===== config.mk =====
export PLATFORM = sky130hd
export DESIGN_NAME = nv_nvdla_sdp_hls_sync_alu
export DESIGN_NICKNAME = d
export VERILOG_FILES = /design/src/rtl/nv_nvdla_sdp_hls_sync_alu.sv
export SDC_FILE = /design/constraint.sdc
export NUM_CORES = 1
export LEC_CHECK = 0
export ABC_AREA = 0
export ABC_CLOCK_PERIOD_IN_PS = 4050
export BUFFER_PORTS_ARGS = -buffer_cell sky130_fd_sc_hd__buf_2
export CORE_MARGIN = 2
export CORE_UTILIZATION = 30
export DETAILED_ROUTE_END_ITERATION = 6
export GPL_ROUTABILITY_DRIVEN = 0
export GPL_TIMING_DRIVEN = 0
export PLACE_DENSITY_LB_ADDON = 0.05
export SLEW_MARGIN = 20
export SYNTH_ARGS = -nofsm -noshare
export SYNTH_HDL_FRONTEND = slang
export SYNTH_SLANG_ARGS = --single-unit

===== constraint.sdc =====
create_clock -name nvdla_core_clk -period 4.05 [get_ports nvdla_core_clk]
set_clock_uncertainty 0.2 [all_clocks]
set_input_delay 1.0125 -clock nvdla_core_clk [delete_from_list [all_inputs] [get_ports nvdla_core_clk]]
set_output_delay 1.0125 -clock nvdla_core_clk [all_outputs]
set_load 0.01 [all_outputs]

===== src/rtl/nv_nvdla_sdp_hls_sync_alu.sv =====
// nv_nvdla_sdp_hls_sync_alu
//   Two-stage pipelined ALU on the joined operand pair from the SDP sync stage.
//   Stage 1 sign-extends A to OUT_WIDTH. It also shifts B left and saturates it.
//   Stage 2 forms MAX, MIN, saturating SUM, EQL, or bypass A.
//   Both stages use valid/ready handshakes and pass backpressure through.
// Ports:
//   nvdla_core_clk / nvdla_core_rst : clock, async active-high reset
//   chn_in_pvld / chn_in_prdy       : operand pair handshake
//   alu_data_a / alu_data_b         : signed operands (DATA_WIDTH)
//   cfg_alu_bypass/algo/shift       : per-beat config, sampled with the operands
//   chn_out_pvld / chn_out_prdy     : result handshake
//   alu_data_out                    : signed result (DATA_WIDTH+1)
module nv_nvdla_sdp_hls_sync_alu #(
    parameter int DATA_WIDTH = 32
) (
    input  logic                  nvdla_core_clk,
    input  logic                  nvdla_core_rst,
    input  logic                  chn_in_pvld,
    output logic                  chn_in_prdy,
    input  logic [DATA_WIDTH-1:0] alu_data_a,
    input  logic [DATA_WIDTH-1:0] alu_data_b,
    input  logic                  cfg_alu_bypass,
    input  logic [1:0]            cfg_alu_algo,
    input  logic [2:0]            cfg_alu_shift,
    output logic                  chn_out_pvld,
    input  logic                  chn_out_prdy,
    output logic [DATA_WIDTH:0]   alu_data_out
);

    localparam int OW = DATA_WIDTH + 1;
    localparam int BW = DATA_WIDTH + 8;

    localparam logic [OW-1:0] SatPos = {1'b0, {DATA_WIDTH{1'b1}}};
    localparam logic [OW-1:0] SatNeg = {1'b1, {DATA_WIDTH{1'b0}}};

    // Pipe state
    logic                 v1;
    logic                 v2;
    logic signed [OW-1:0] a1;
    logic signed [OW-1:0] b1;
    logic                 bypass1;
    logic [1:0]           algo1;
    logic [OW-1:0]        out_data;

    logic s2_accept;
    logic s1_accept;
    logic in_xfer;

    assign s2_accept    = !v2 || chn_out_prdy;
    assign s1_accept    = !v1 || s2_accept;
    assign chn_in_prdy  = !nvdla_core_rst && s1_accept;
    assign in_xfer      = chn_in_pvld && chn_in_prdy;
    assign chn_out_pvld = v2;
    assign alu_data_out = out_data;

    // Stage 1: operand conditioning
    logic [BW-1:0] b_shift;
    logic [OW-1:0] a_ext;
    logic [OW-1:0] b_sat;

    always_comb begin
        a_ext   = {alu_data_a[DATA_WIDTH-1], alu_data_a};
        b_shift = {{8{alu_data_b[DATA_WIDTH-1]}}, alu_data_b} << cfg_alu_shift;
        // B fits in OUT_WIDTH only when all bits above the result sign bit match it
        if (&b_shift[BW-1:OW-1] || ~|b_shift[BW-1:OW-1]) begin
            b_sat = b_shift[OW-1:0];
        end else begin
            b_sat = b_shift[BW-1] ? SatNeg : SatPos;
        end
    end

    // Stage 2: combine
    logic [OW:0]   sum_full;
    logic [OW-1:0] sum_sat;
    logic [OW-1:0] result;

    always_comb begin
        sum_full = {a1[OW-1], a1} + {b1[OW-1], b1};
        // One extra bit of headroom: overflow shows as the top two bits disagreeing
        if (sum_full[OW] != sum_full[OW-1]) begin
            sum_sat = sum_full[OW] ? SatNeg : SatPos;
        end else begin
            sum_sat = sum_full[OW-1:0];
        end

        result = a1;
        if (!bypass1) begin
            unique case (algo1)
                2'd0:    result = (a1 > b1) ? a1 : b1;
                2'd1:    result = (a1 < b1) ? a1 : b1;
                2'd2:    result = sum_sat;
                default: result = {{DATA_WIDTH{1'b0}}, (a1 == b1)};
            endcase
        end
    end

    always_ff @(posedge nvdla_core_clk or posedge nvdla_core_rst) begin
        if (nvdla_core_rst) begin
            v1       <= 1'b0;
            v2       <= 1'b0;
            a1       <= '0;
            b1       <= '0;
            bypass1  <= 1'b0;
            algo1    <= 2'd0;
            out_data <= '0;
        end else begin
            if (s1_accept) begin
                v1 <= chn_in_pvld;
            end
            if (in_xfer) begin
                a1      <= a_ext;
                b1      <= b_sat;
                bypass1 <= cfg_alu_bypass;
                algo1   <= cfg_alu_algo;
            end
            if (s2_accept) begin
                v2 <= v1;
            end
            // Load only on a real beat so the output stays put between beats
            if (s2_accept && v1) begin
                out_data <= result;
            end
        end
    end

endmodule


# Word-level counts from Yosys, hierarchy flattened

Index checks and enable logic that the tools add are counted.

Input bits: 74
Register bits: 103
Logic and storage cells: 36

$add $sub $neg: 1
Multiplexer cells: 8
Order comparisons: 2
Eq/ne operators: 4
Shifts and indexed selects: 1
Reductions and logical operators: 13

Operators by type and width:

| cell                                                                  | count |
|---|---|
| 33-bit 2-to-1 mux                                                     | 7 |
| 33-bit one-hot mux with 3 select lines                                | 1 |
| 40-bit by 3-bit << shifter with 40-bit output                         | 1 |
| 32-bit by 33-bit adder with 34-bit output                             | 1 |
| 32-bit by 33-bit equality test with 1-bit output                      | 1 |
| 32-bit by 33-bit > comparator with 1-bit output                       | 1 |
| 32-bit by 33-bit less-than comparator with 1-bit output               | 1 |
| 8-bit AND reduction                                                   | 1 |
| 8-bit OR reduction                                                    | 1 |
| 1-bit logical NOT                                                     | 4 |
| 1-bit logical AND                                                     | 3 |
| 1-bit logical OR                                                      | 3 |
| 2-bit by 1-bit equality test with 1-bit output, second input constant | 1 |
| 2-bit equality test, second input constant                            | 1 |
| 2-bit logical NOT                                                     | 1 |
| 1-bit != test                                                         | 1 |

# Logic depth before layout (Yosys ltp)

Depth in word-level cells: 5
Depth in mapped cells: 13
Gate-level depth less buffers: 11

# Worst setup path after synthesis

OpenSTA, ideal clock, no wires.

Path type: input -> register
Start: in cfg_alu_shift[0]
End: reg b1[0]
Buffers on the path: 2
Data arrival time: 3169 ps
Setup slack: 549 ps
Required time: 3719 ps
Cell stages on the path: 8
Path through: clkbuf_1 mux4_2 or4_1 a21oi_1 or2_2 clkbuf_1 a21boi_0 o21ai_1

Word-level cells in the longest chain between the ends: 5
Elaborated cells between the ends (all ways): 7
Classes of those cells: 1 x shift; 2 x mux; 4 x reduce/logical

RTL lines:

| item                                            | line | source |
|---|---|---|
| from (decl)                                     | 24   | `input logic [2:0] cfg_alu_shift,` |
| 40-bit by 3-bit << shifter with 40-bit output * | 63   | `b_shift = {{8{alu_data_b[DATA_WIDTH-1]}}, alu_data_b} << cfg_alu_shift;` |
| 8-bit OR reduction                              | 65   | `if (&b_shift[BW-1:OW-1] \|\| ~\|b_shift[BW-1:OW-1]) begin` |
| 1-bit logical NOT                               | 65   |  |
| 1-bit logical OR                                | 65   |  |
| 33-bit 2-to-1 mux *                             | 65   |  |
| to (signal assigned)                            | 112  | `b1 <= b_sat;` |
| to (decl)                                       | 40   | `logic signed [OW-1:0] b1;` |

Every way passes the cells marked *; elsewhere a longest branch is shown, timed or not.
A chain may end at the register's enable or synchronous reset.

# Worst setup path in the final report

Start: reg b1[0]
End: reg out_data[18], in the netlist alu_data_out[18]

Word-level cells in the longest chain between the ends: 5
Elaborated cells between the ends (all ways): 10
Classes of those cells: 1 x add/sub; 2 x order compare; 1 x eq/ne; 6 x mux

RTL lines:

| item                                               | line   | source |
|---|---|---|
| 32-bit by 33-bit adder with 34-bit output          | 78     | `sum_full = {a1[OW-1], a1} + {b1[OW-1], b1};` |
| 33-bit 2-to-1 mux or 1-bit != test (tied branches) | 81, 80 |  |
| 33-bit 2-to-1 mux                                  | 80     | `if (sum_full[OW] != sum_full[OW-1]) begin` |
| 33-bit one-hot mux with 3 select lines *           | 88     | `unique case (algo1)` |
| 33-bit 2-to-1 mux *                                | 87     | `if (!bypass1) begin` |
| to (signal assigned)                               | 121    | `out_data <= result;` |
| to (decl)                                          | 43     | `logic [OW-1:0] out_data;` |

Marked as above.

==> flow_summary.yaml <==
global_routing:
  grtUsageTotal: 0.193
  antenna_found_initial: 0
  overflow: 0
  grt_pass1_wl_um: 45600
  grt_max_degree: 56
  grt_pass1_vias: 7782
worst_setup_path:
  arrival_ns: 3.95
  crit_path_frequent_cell: "nor4_4"
  worst-path-max-fanout: 10
  critPathLaunch: "b1[0]$_DFFE_PP0P_"
  crit_path_max_incr_delay_ns: 0.49
  start_kind: "register"
  end_kind: "register"
  path_class: "reg2reg"
  slowest_stage: "dfrtp_1"
  crit_chain: "ha_1, fa_1, nor2b_1, o211ai_1, a211oi_2, o21a_1, nor4_4, nor4_4, buf_4, a31oi_4, clkbuf_4, o21ai_0, o21ai_1"
  cp_top_family: "compound AO/OA/AOI/OAI gates"
  required_ns: 4.14
  worstRegToRegCells: 13
  reg2reg_slack_ns: 0.19
  crit_cells: 13
  r2r-start: "b1[0]$_DFFE_PP0P_"
  path_buf_inv: 2
drt:
  routed_wl_um: 29100
  ant_nets: 0
  drc: 0
  first_pass_iters: 5
  first_iter_violations: 415
  viasPerCell: 5.31
  wire_per_inst_um: 19.7
  vias: 7846
final_layout:
  fin_cells: 1478
  layout_commonest_cell: "buf_2"
  seqCellArea_um2: 2580
  multi_input_area_um2: 5670
  drive_above_1_share: 0.222
  antenna-diode-count: 0
  n_fill_cell: 3083
  nets: 1230
  final_cell_mix: "buf_2, dfrtp_1, nor2_1"
  syn2layout_area_growth_pct: 17.8
clock_network:
  htreeDepth: 3
  cts_root_buffer: "clkbuf_16"
  clock_latency_ns: 0.37
  clockBufferDepth: 2
  cts_hold_buf: 0
  cts-buffers-inserted: 9
  clk_pin_slew_worst_paths_ns: 0.09
  cts_sinks: 103
  cts_tree: "built"
die:
  initial_core_util: 0.303
  core-area_um2: 28500
  die_w_um: 174
  row_count: 62
  ios: 109
  dieHeight_um: 174
  die-area_um2: 30200
place:
  dp_hpwl_um: 23200
  place_ws_ns: -0.318
  place_inst: 1452
  placement.io_buffers: 105
yosys:
  synthCells: 962
  ys_warn_count: 0
  synth_nets: 1103
  async_flop_share: 1.00
  ys_ff_latch: 103
  synthDistinctLibCells: 70
  avgSynthCellArea_um2: 8.99
  synth_edf_count: 0
  yosysSeqAreaShare: 0.298
  syn-cell-area_um2: 8650
  synth_top_flop_cell: "dfrtp_1"
timing:
  rsz0062_at_grt: "false"
  finalCritPeriodShare: 0.953
  max_freq_ghz: 0.259
  tightest_slew_ns: 0.945
  hold_violations: 0
  slew_headroom: 0.366
  setup_viol: 0
  finalCriticalPeriod_ns: 3.86
  setup_slack_ns: 0.192
  setup_tns_ns: 0
  drv_slew: 0
pwr:
  p_total_uw: 5370
  p_leak_uw: 0.00435
  irDropWorstVdd_v: 0.000269
  pwr_density_cell_nw_per_um2: 527
worst_hold_path:
  worstHoldPathCells: 2
  hp-start: "alu_data_out[0]$_DFFE_PP0P_"
  hp-class: "reg2reg"
outcome:
  status: "completed"
job:
  maxCapViolations: 0
layout make-up:
class	instances	area share
Buffer	57	0.0246
Clock buffer	9	0.0221
Tap cell	384	0.0472
Inverter	70	0.0263
Sequential cell	103	0.253
Timing Repair Buffer	116	0.0629
Clock inverter	7	0.00712
Multi-Input combinational cell	732	0.557
state kept, by name, indices dropped and copies added (netlist names):
name / flops
alu_data_out: 33
algo1: 2
chn_out_pvld: 1
a1: 32
bypass1: 1
b1: 33
v1: 1
Yosys cell counts (29+ instances only):
master    count  area share
dfrtp_1     103        0.30
nor2_1       98       0.043
a21oi_1      88       0.051
o21ai_0      75       0.043
inv_1        68       0.030
ha_1         66       0.095
mux2_2       41       0.053
clkbuf_1     35       0.015
mux2i_1      34       0.039
a221oi_1     29       0.029
nand2_1      29       0.013
cell families (layout without fill, tap and decap cells):
family                   count (synthesis)  in the layout  synth area share
adder cells (fa/ha/maj)                 67             67            0.0978
buffers and inverters                  127            259            0.0583
XOR/XNOR                                21             21            0.0213
AO/OA/AOI/OAI                          309            309             0.225
AND/OR/NAND/NOR                        232            232             0.134
flip-flops                             103            103             0.298
multiplexers                           103            103             0.166
final timing paths:
check,to
max,alu_data_out[18]$_DFFE_PP0P_
max reg2reg,alu_data_out[18]$_DFFE_PP0P_
min in group asynchronous,bypass1$_DFFE_PP0P_
min,alu_data_out[0]$_DFFE_PP0P_
min reg2reg,alu_data_out[0]$_DFFE_PP0P_
max in group asynchronous,alu_data_out[16]$_DFFE_PP0P_
layer usage:
layer / track usage / share of wire
met3: 0.0235 / 0.033
met4: 0.0392 / 0.014
met1: 0.274 / 0.49
met5: 0 / 0
met2: 0.317 / 0.46
worst register-to-register path, cell delays in order, from the launching register on:
cell and delay (ns):
dfrtp_1 0.49, ha_1 0.26, fa_1 0.41, nor2b_1 0.18
o211ai_1 0.31, a211oi_2 0.20, o21a_1 0.27, nor4_4 0.32
nor4_4 0.08, buf_4 0.19, a31oi_4 0.32, clkbuf_4 0.28
o21ai_0 0.17, o21ai_1 0.12
what timing repair did:
item,4_1_cts,5_1_grt
pin swaps,1,3
setup endpoints to repair,29,31
buffers inserted,4,6
gates resized for setup,6,15
per-stage QoR:
stage / hold WS [ns] / utilization / cell area [um2]
finish: 0.317 / 0.357 / 10200
global route: 0.367 / 0.357 / 10200
CTS: 0.319 / 0.352 / 10100
detailed placement: 0.300 / 0.339 / 9690
global placement: 0.301 / 0.338 / 9650
floorplan: 0.293 / - / 8650
power breakdown:
part           leakage, uW  internal (uW)  switching [uW]
Combinational      0.00304           1170            1750
Clock             0.000144            440             475
Sequential         0.00117           1290             244
Total              0.00435           2900            2470
Note: power is estimated with default switching activity, not from simulation.
